<file path="src/rtl/vga_pkg.sv">
// Shared VGA timing defaults: 640x480@60 constants, counter width, sync polarity
// encodings and a helper to total up a timing axis.
package vga_pkg;

  localparam int VGA_CNT_W    = 10;

  localparam int VGA_H_ACTIVE = 640;
  localparam int VGA_H_FP     = 16;
  localparam int VGA_H_SYNC   = 96;
  localparam int VGA_H_BP     = 48;

  localparam int VGA_V_ACTIVE = 480;
  localparam int VGA_V_FP     = 10;
  localparam int VGA_V_SYNC   = 2;
  localparam int VGA_V_BP     = 33;

  localparam bit POL_ACTIVE_LOW  = 1'b0;
  localparam bit POL_ACTIVE_HIGH = 1'b1;

  // Length of one axis (pixels per line or lines per frame).
  function automatic int axis_total(int active, int fp, int sync, int bp);
    return active + fp + sync + bp;
  endfunction

endpackage

</file>
<file path="src/rtl/vga_pix_tick.sv">
// Pixel-clock enable: divides clk by CLK_DIV and emits a registered 1-clk
// pulse per pixel period. The first pulse appears CLK_DIV clocks after reset
// is released; with CLK_DIV=1 the pulse stays high continuously.
module vga_pix_tick
  import vga_pkg::*;
#(
  parameter int CLK_DIV = 2
) (
  input  logic clk,
  input  logic rst,
  output logic pix_tick
);

  localparam int            DIV_W    = (CLK_DIV > 1) ? $clog2(CLK_DIV) : 1;
  localparam logic [DIV_W-1:0] DIV_LAST = DIV_W'(CLK_DIV - 1);

  logic [DIV_W-1:0] div_q, div_d;
  logic             tick_q, tick_d;

  // Next divider count; the tick is raised for the period following the terminal count.
  always_comb begin
    tick_d = (div_q == DIV_LAST);
    div_d  = tick_d ? '0 : div_q + DIV_W'(1);
  end

  // Divider state register.
  always_ff @(posedge clk) begin
    if (rst) begin
      div_q  <= '0;
      tick_q <= 1'b0;
    end else begin
      div_q  <= div_d;
      tick_q <= tick_d;
    end
  end

  assign pix_tick = tick_q;

endmodule

</file>
<file path="src/rtl/vga_timing_gen.sv">
// Generic VGA timing generator. Stage 0 holds the pixel coordinates and the
// active-video flag; stage 1 holds the pin-facing colour and sync levels, one
// pixel behind stage 0 so colour and syncs always leave the chip together.
module vga_timing_gen
  import vga_pkg::*;
#(
  parameter int CLK_DIV  = 2,
  parameter int RGB_W    = 3,
  parameter int CNT_W    = VGA_CNT_W,
  parameter int H_ACTIVE = VGA_H_ACTIVE,
  parameter int H_FP     = VGA_H_FP,
  parameter int H_SYNC   = VGA_H_SYNC,
  parameter int H_BP     = VGA_H_BP,
  parameter int V_ACTIVE = VGA_V_ACTIVE,
  parameter int V_FP     = VGA_V_FP,
  parameter int V_SYNC   = VGA_V_SYNC,
  parameter int V_BP     = VGA_V_BP,
  parameter bit H_POL    = POL_ACTIVE_LOW,
  parameter bit V_POL    = POL_ACTIVE_LOW
) (
  input  logic             clk,
  input  logic             rst,
  input  logic [RGB_W-1:0] rgb_in,
  output logic             pix_tick,
  output logic [CNT_W-1:0] hcount,
  output logic [CNT_W-1:0] vcount,
  output logic             video_on,
  output logic             line_start,
  output logic             frame_start,
  output logic [RGB_W-1:0] rgb,
  output logic             hsync,
  output logic             vsync
);

  localparam int H_TOTAL = axis_total(H_ACTIVE, H_FP, H_SYNC, H_BP);
  localparam int V_TOTAL = axis_total(V_ACTIVE, V_FP, V_SYNC, V_BP);

  // Window bounds held one bit wider than the counters so parameter sums never wrap.
  localparam logic [CNT_W:0] H_ACT_X  = (CNT_W+1)'(H_ACTIVE);
  localparam logic [CNT_W:0] V_ACT_X  = (CNT_W+1)'(V_ACTIVE);
  localparam logic [CNT_W:0] HS_BEG_X = (CNT_W+1)'(H_ACTIVE + H_FP);
  localparam logic [CNT_W:0] HS_END_X = (CNT_W+1)'(H_ACTIVE + H_FP + H_SYNC);
  localparam logic [CNT_W:0] VS_BEG_X = (CNT_W+1)'(V_ACTIVE + V_FP);
  localparam logic [CNT_W:0] VS_END_X = (CNT_W+1)'(V_ACTIVE + V_FP + V_SYNC);
  localparam logic [CNT_W-1:0] H_LAST = CNT_W'(H_TOTAL - 1);
  localparam logic [CNT_W-1:0] V_LAST = CNT_W'(V_TOTAL - 1);

  if (CLK_DIV < 1) begin : g_bad_div
    $error("vga_timing_gen: CLK_DIV must be at least 1");
  end
  if (H_TOTAL > (1 << CNT_W)) begin : g_bad_h
    $error("vga_timing_gen: H_TOTAL does not fit in CNT_W bits");
  end
  if (V_TOTAL > (1 << CNT_W)) begin : g_bad_v
    $error("vga_timing_gen: V_TOTAL does not fit in CNT_W bits");
  end

  logic             tick;
  logic [CNT_W-1:0] hcount_q, hcount_d;
  logic [CNT_W-1:0] vcount_q, vcount_d;
  logic             video_on_q, video_on_d;
  logic [RGB_W-1:0] rgb_q, rgb_d;
  logic             hsync_q, hsync_d;
  logic             vsync_q, vsync_d;
  logic [CNT_W:0]   h_x, v_x, h_x_d, v_x_d;
  logic             h_last, v_last, hs_win, vs_win;

  vga_pix_tick #(
    .CLK_DIV (CLK_DIV)
  ) u_pix_tick (
    .clk      (clk),
    .rst      (rst),
    .pix_tick (tick)
  );

  // Decode the current stage-0 position.
  always_comb begin
    h_x    = {1'b0, hcount_q};
    v_x    = {1'b0, vcount_q};
    h_last = (hcount_q == H_LAST);
    v_last = (vcount_q == V_LAST);
    hs_win = (h_x >= HS_BEG_X) && (h_x < HS_END_X);
    vs_win = (v_x >= VS_BEG_X) && (v_x < VS_END_X);
  end

  // Next state: counters and stage 1 move on pixel ticks only; video_on tracks the next counters.
  always_comb begin
    hcount_d = hcount_q;
    vcount_d = vcount_q;
    rgb_d    = rgb_q;
    hsync_d  = hsync_q;
    vsync_d  = vsync_q;
    if (tick) begin
      hcount_d = h_last ? '0 : hcount_q + CNT_W'(1);
      if (h_last) begin
        vcount_d = v_last ? '0 : vcount_q + CNT_W'(1);
      end
      rgb_d   = video_on_q ? rgb_in : '0;
      hsync_d = hs_win ? H_POL : ~H_POL;
      vsync_d = vs_win ? V_POL : ~V_POL;
    end
    h_x_d      = {1'b0, hcount_d};
    v_x_d      = {1'b0, vcount_d};
    video_on_d = (h_x_d < H_ACT_X) && (v_x_d < V_ACT_X);
  end

  // Stage-0 and stage-1 registers.
  always_ff @(posedge clk) begin
    if (rst) begin
      hcount_q   <= '0;
      vcount_q   <= '0;
      video_on_q <= 1'b0;
      rgb_q      <= '0;
      hsync_q    <= ~H_POL;
      vsync_q    <= ~V_POL;
    end else begin
      hcount_q   <= hcount_d;
      vcount_q   <= vcount_d;
      video_on_q <= video_on_d;
      rgb_q      <= rgb_d;
      hsync_q    <= hsync_d;
      vsync_q    <= vsync_d;
    end
  end

  assign pix_tick    = tick;
  assign hcount      = hcount_q;
  assign vcount      = vcount_q;
  assign video_on    = video_on_q;
  assign line_start  = tick && (hcount_q == '0);
  assign frame_start = line_start && (vcount_q == '0);
  assign rgb         = rgb_q;
  assign hsync       = hsync_q;
  assign vsync       = vsync_q;

endmodule

</file>
<file path="config.mk">
export PLATFORM = sky130hd
export DESIGN_NAME = vga_timing_gen
export DESIGN_NICKNAME = d
export VERILOG_FILES = /design/src/rtl/vga_pkg.sv /design/src/rtl/vga_pix_tick.sv /design/src/rtl/vga_timing_gen.sv
export SDC_FILE = /design/constraint.sdc
export NUM_CORES = 1
export LEC_CHECK = 0
export ABC_AREA = 1
export CAP_MARGIN = 5
export CELL_PAD_IN_SITES_DETAIL_PLACEMENT = 0
export CELL_PAD_IN_SITES_GLOBAL_PLACEMENT = 1
export CORE_MARGIN = 1
export CORE_UTILIZATION = 31
export CTS_CLUSTER_DIAMETER = 50
export DETAILED_ROUTE_END_ITERATION = 6
export HOLD_SLACK_MARGIN = 0.06
export PLACE_DENSITY_LB_ADDON = 0.1
export SLEW_MARGIN = 20
export SYNTH_ARGS = -nofsm -noshare
export SYNTH_HDL_FRONTEND = slang
export SYNTH_SLANG_ARGS = --single-unit
</file>
<file path="constraint.sdc">
create_clock -name clk -period 1.7 [get_ports clk]
set_clock_uncertainty 0.2 [all_clocks]
set_input_delay 0.34 -clock clk [delete_from_list [all_inputs] [get_ports clk]]
set_output_delay 0.34 -clock clk [all_outputs]
set_load 0.01 [all_outputs]
</file>
==> flow_summary.toml <==
[final_layout]
area_growth_pct = 74.8
nets = 304
final_util_pct = 56.6
diodes = 0
drive_gt1_share_pct = 36.5
finalNonFillerCells = 345

[synth]
synth_top_area_share_pct = 39.8
syn_area_per_cell_um2 = 6.97
post_synth_num_cell_types = 24
synth_ff_type = "dfxtp_1"
netlist_area_um2 = 1410
ys_ff_latch = 28
async_flop_share_pct = 0
synth_cells = 202
synth.area.top_cells = "dfxtp_1 (40%), nand2_1 (10%), nor2_1 (8.8%), inv_1 (6.7%), nand3_1 (5.7%)"
yosysSeqAreaShare_pct = 39.8
ys.warnings.count = 0
synth_common_cells = "nand2_1 (38), nor2_1 (33), dfxtp_1 (28), inv_1 (25), nand3_1 (16)"
syn_nets = 212
yosysMostFrequentCell = "nand2_1"
synth_edf_count = 0
synth_top_area_cell = "dfxtp_1"

[detailed_routing]
ant_nets = 0
wl_per_cell_um = 13.2
drc_errors = 0
drt_wl_total_mm = 4.56
first_pass_iters = 4
drtIter0Drc = 65
num_vias = 1680
vias_per_cell = 4.87

[timing]
slew_headroom_pct = 69.6
fin_crit_ps = 1960
min_period_over_period_pct = 115
max_freq_ghz = 0.510
slew_violations = 0
setup_slack_ps = -262
rsz0062_at_grt = "yes"
hold_viol_final = 0
worstMarginPinSlew_ps = 453
setup_violations = 11

[critical_path]
r2r_setup_slack_ps = -180
startpoint_type = "flop"
slowest_delay_ps = 340
worstPathRequired_ps = 1160
crit_family = "simple AND/OR/NAND/NOR gates"
critPathBufInv = 2
r2r-end = "video_on"
cp.arrival_ps = 1420
end_kind = "primary output"
critPathKind = "flop to primary output"
slowest_stage = "dfxtp_2"
crit_fanout = 2
worstPathCellList = "inv_2 > ha_4 > nand4_1 > nor4_2 > buf_2"
r2r_cells = 11
r2r_start = "hcount[0]"

[power]
p_leak_nw = 1.18
powerDensity_nw_per_um2 = 544
max-vdd-ir-drop_mv = 0.363

[floorplanning]
num_rows = 24
initial_core_util_pct = 32.4
core-area_um2 = 4350
die_w_um = 69.4
pin_count = 34
die_area_um2 = 4820
chipHeight_um = 69.4

[clock_tree]
cts_num_sinks = 28
insertion_delay_ps = 280
tritoncts = "built"
numCtsBuffers = 3
cts-root-buf = "clkbuf_8"
h-tree-depth = 1
path_clk_slew_ps = 110
cts_max_path_buffers = 2

[hold_path]
holdCritPathClass = "flop to flop"
hold_depth = 1
hold_end = "u_pix_tick.div_q"
hold_path_startpoint = "u_pix_tick.div_q"

[placed_design]
dp.cells = 332
finalWeightedCongestion = 0.854
io_buffers = 33
hpwlAfterDp_mm = 3.42

[status]
failed_checks = "setup timing"
status = "finished, violations left"

[global_routing]
grt_max_degree = 17
grt_pass1_wl_mm = 7.54
antenna_found_initial = 0
grtUsageTotal_pct = 19.4
grt_pass1_vias = 1656
grt_remaining_overflow = 0

[job]
maxCapViolCount = 0
-- per-stage QoR --
step	worst slack (ps)	power (mW)	setup TNS [ps]	area, um2	hold slack (ps)
detailed placement	-424	0.798	-3080	2150	215
CTS	-257	1.35	-1950	2390	231
floorplan	3.91	0.733	0	1410	193
global route	-340	1.39	-2330	2460	258
finish	-262	1.34	-1120	2460	229
global placement	-345	0.793	-1960	2150	203
-- cell families after synthesis --
group                      synth area share [%]
xor gates and xnor gates                  0.622
DFF                                        39.8
and+or+nand+nor                            36.8
adders and majority gates                  4.44
buffers and inverters                      9.32
AOI/OAI and AO/OA                          9.06
-- report_power, final --
group / total (mW) / switching [mW] / leakage [nW] / internal [mW]
Sequential: 0.676 / 0.00756 / 0.230 / 0.668
Clock: 0.537 / 0.221 / 0.0357 / 0.316
Combinational: 0.126 / 0.0634 / 0.912 / 0.0623
-- what timing repair did --
item | CTS | global route
gates resized for setup | 73 | 13
setup buffers | 6 | 2
pin swaps | 8 | 9
hold buffers | 0 | 0
cloned | 1 | 0
endpoints found under the setup margin | 48 | 21
-- area by class of cell --
cell class              count  area (um2)
well taps                  52        65.1
multi-input cells         142         865
clock inverters             1        30.0
fillers                   429        1890
flip-flops and latches     28         568
clock buffers               3        41.3
repair buffers             92         785
inverters                  27         109
-- layer usage --
layer / GRT usage [%] / share of wire, % / up-vias
li1: - / - / 845
met1: 24.7 / 45 / 780
met2: 34.7 / 49 / 51
met3: 3.49 / 5.2 / 4
met4: 2.72 / 1.0 / 0
met5: 0 / 0 / -
-- placed cells by master, fill, tap and decap left out, drive strengths merged, types with 5 or more instances in the layout --
cell type    count
ha               5
nand2           39
nand3           17
nor3            10
a21oi           13
buf             61
inv             27
dfxtp           28
nor2            34
nand4            9
dlygate4sd2     27
-- state kept, by name (all words and copies together), names as in the netlist --
signal,count
rgb,3
vsync,1
video_on,1
vcount,10
u_pix_tick.div_q,1
hcount,10
hsync,1
u_pix_tick.pix_tick,1
-- worst max path at each step --
stage / start / endpoint / slack [ps] / depth (start not counted)
6_report: hcount[1] / frame_start / -260 / 5
5_1_grt: hcount[1] / frame_start / -340 / 5
4_1_cts: hcount[1] / frame_start / -260 / 5
3_5_place_dp: hcount[0] / frame_start / -420 / 5
3_3_place_gp: vcount[0] / frame_start / -350 / 5
2_1_floorplan: u_pix_tick.pix_tick / frame_start / 4 / 5
(Power assumes the default switching activity.)
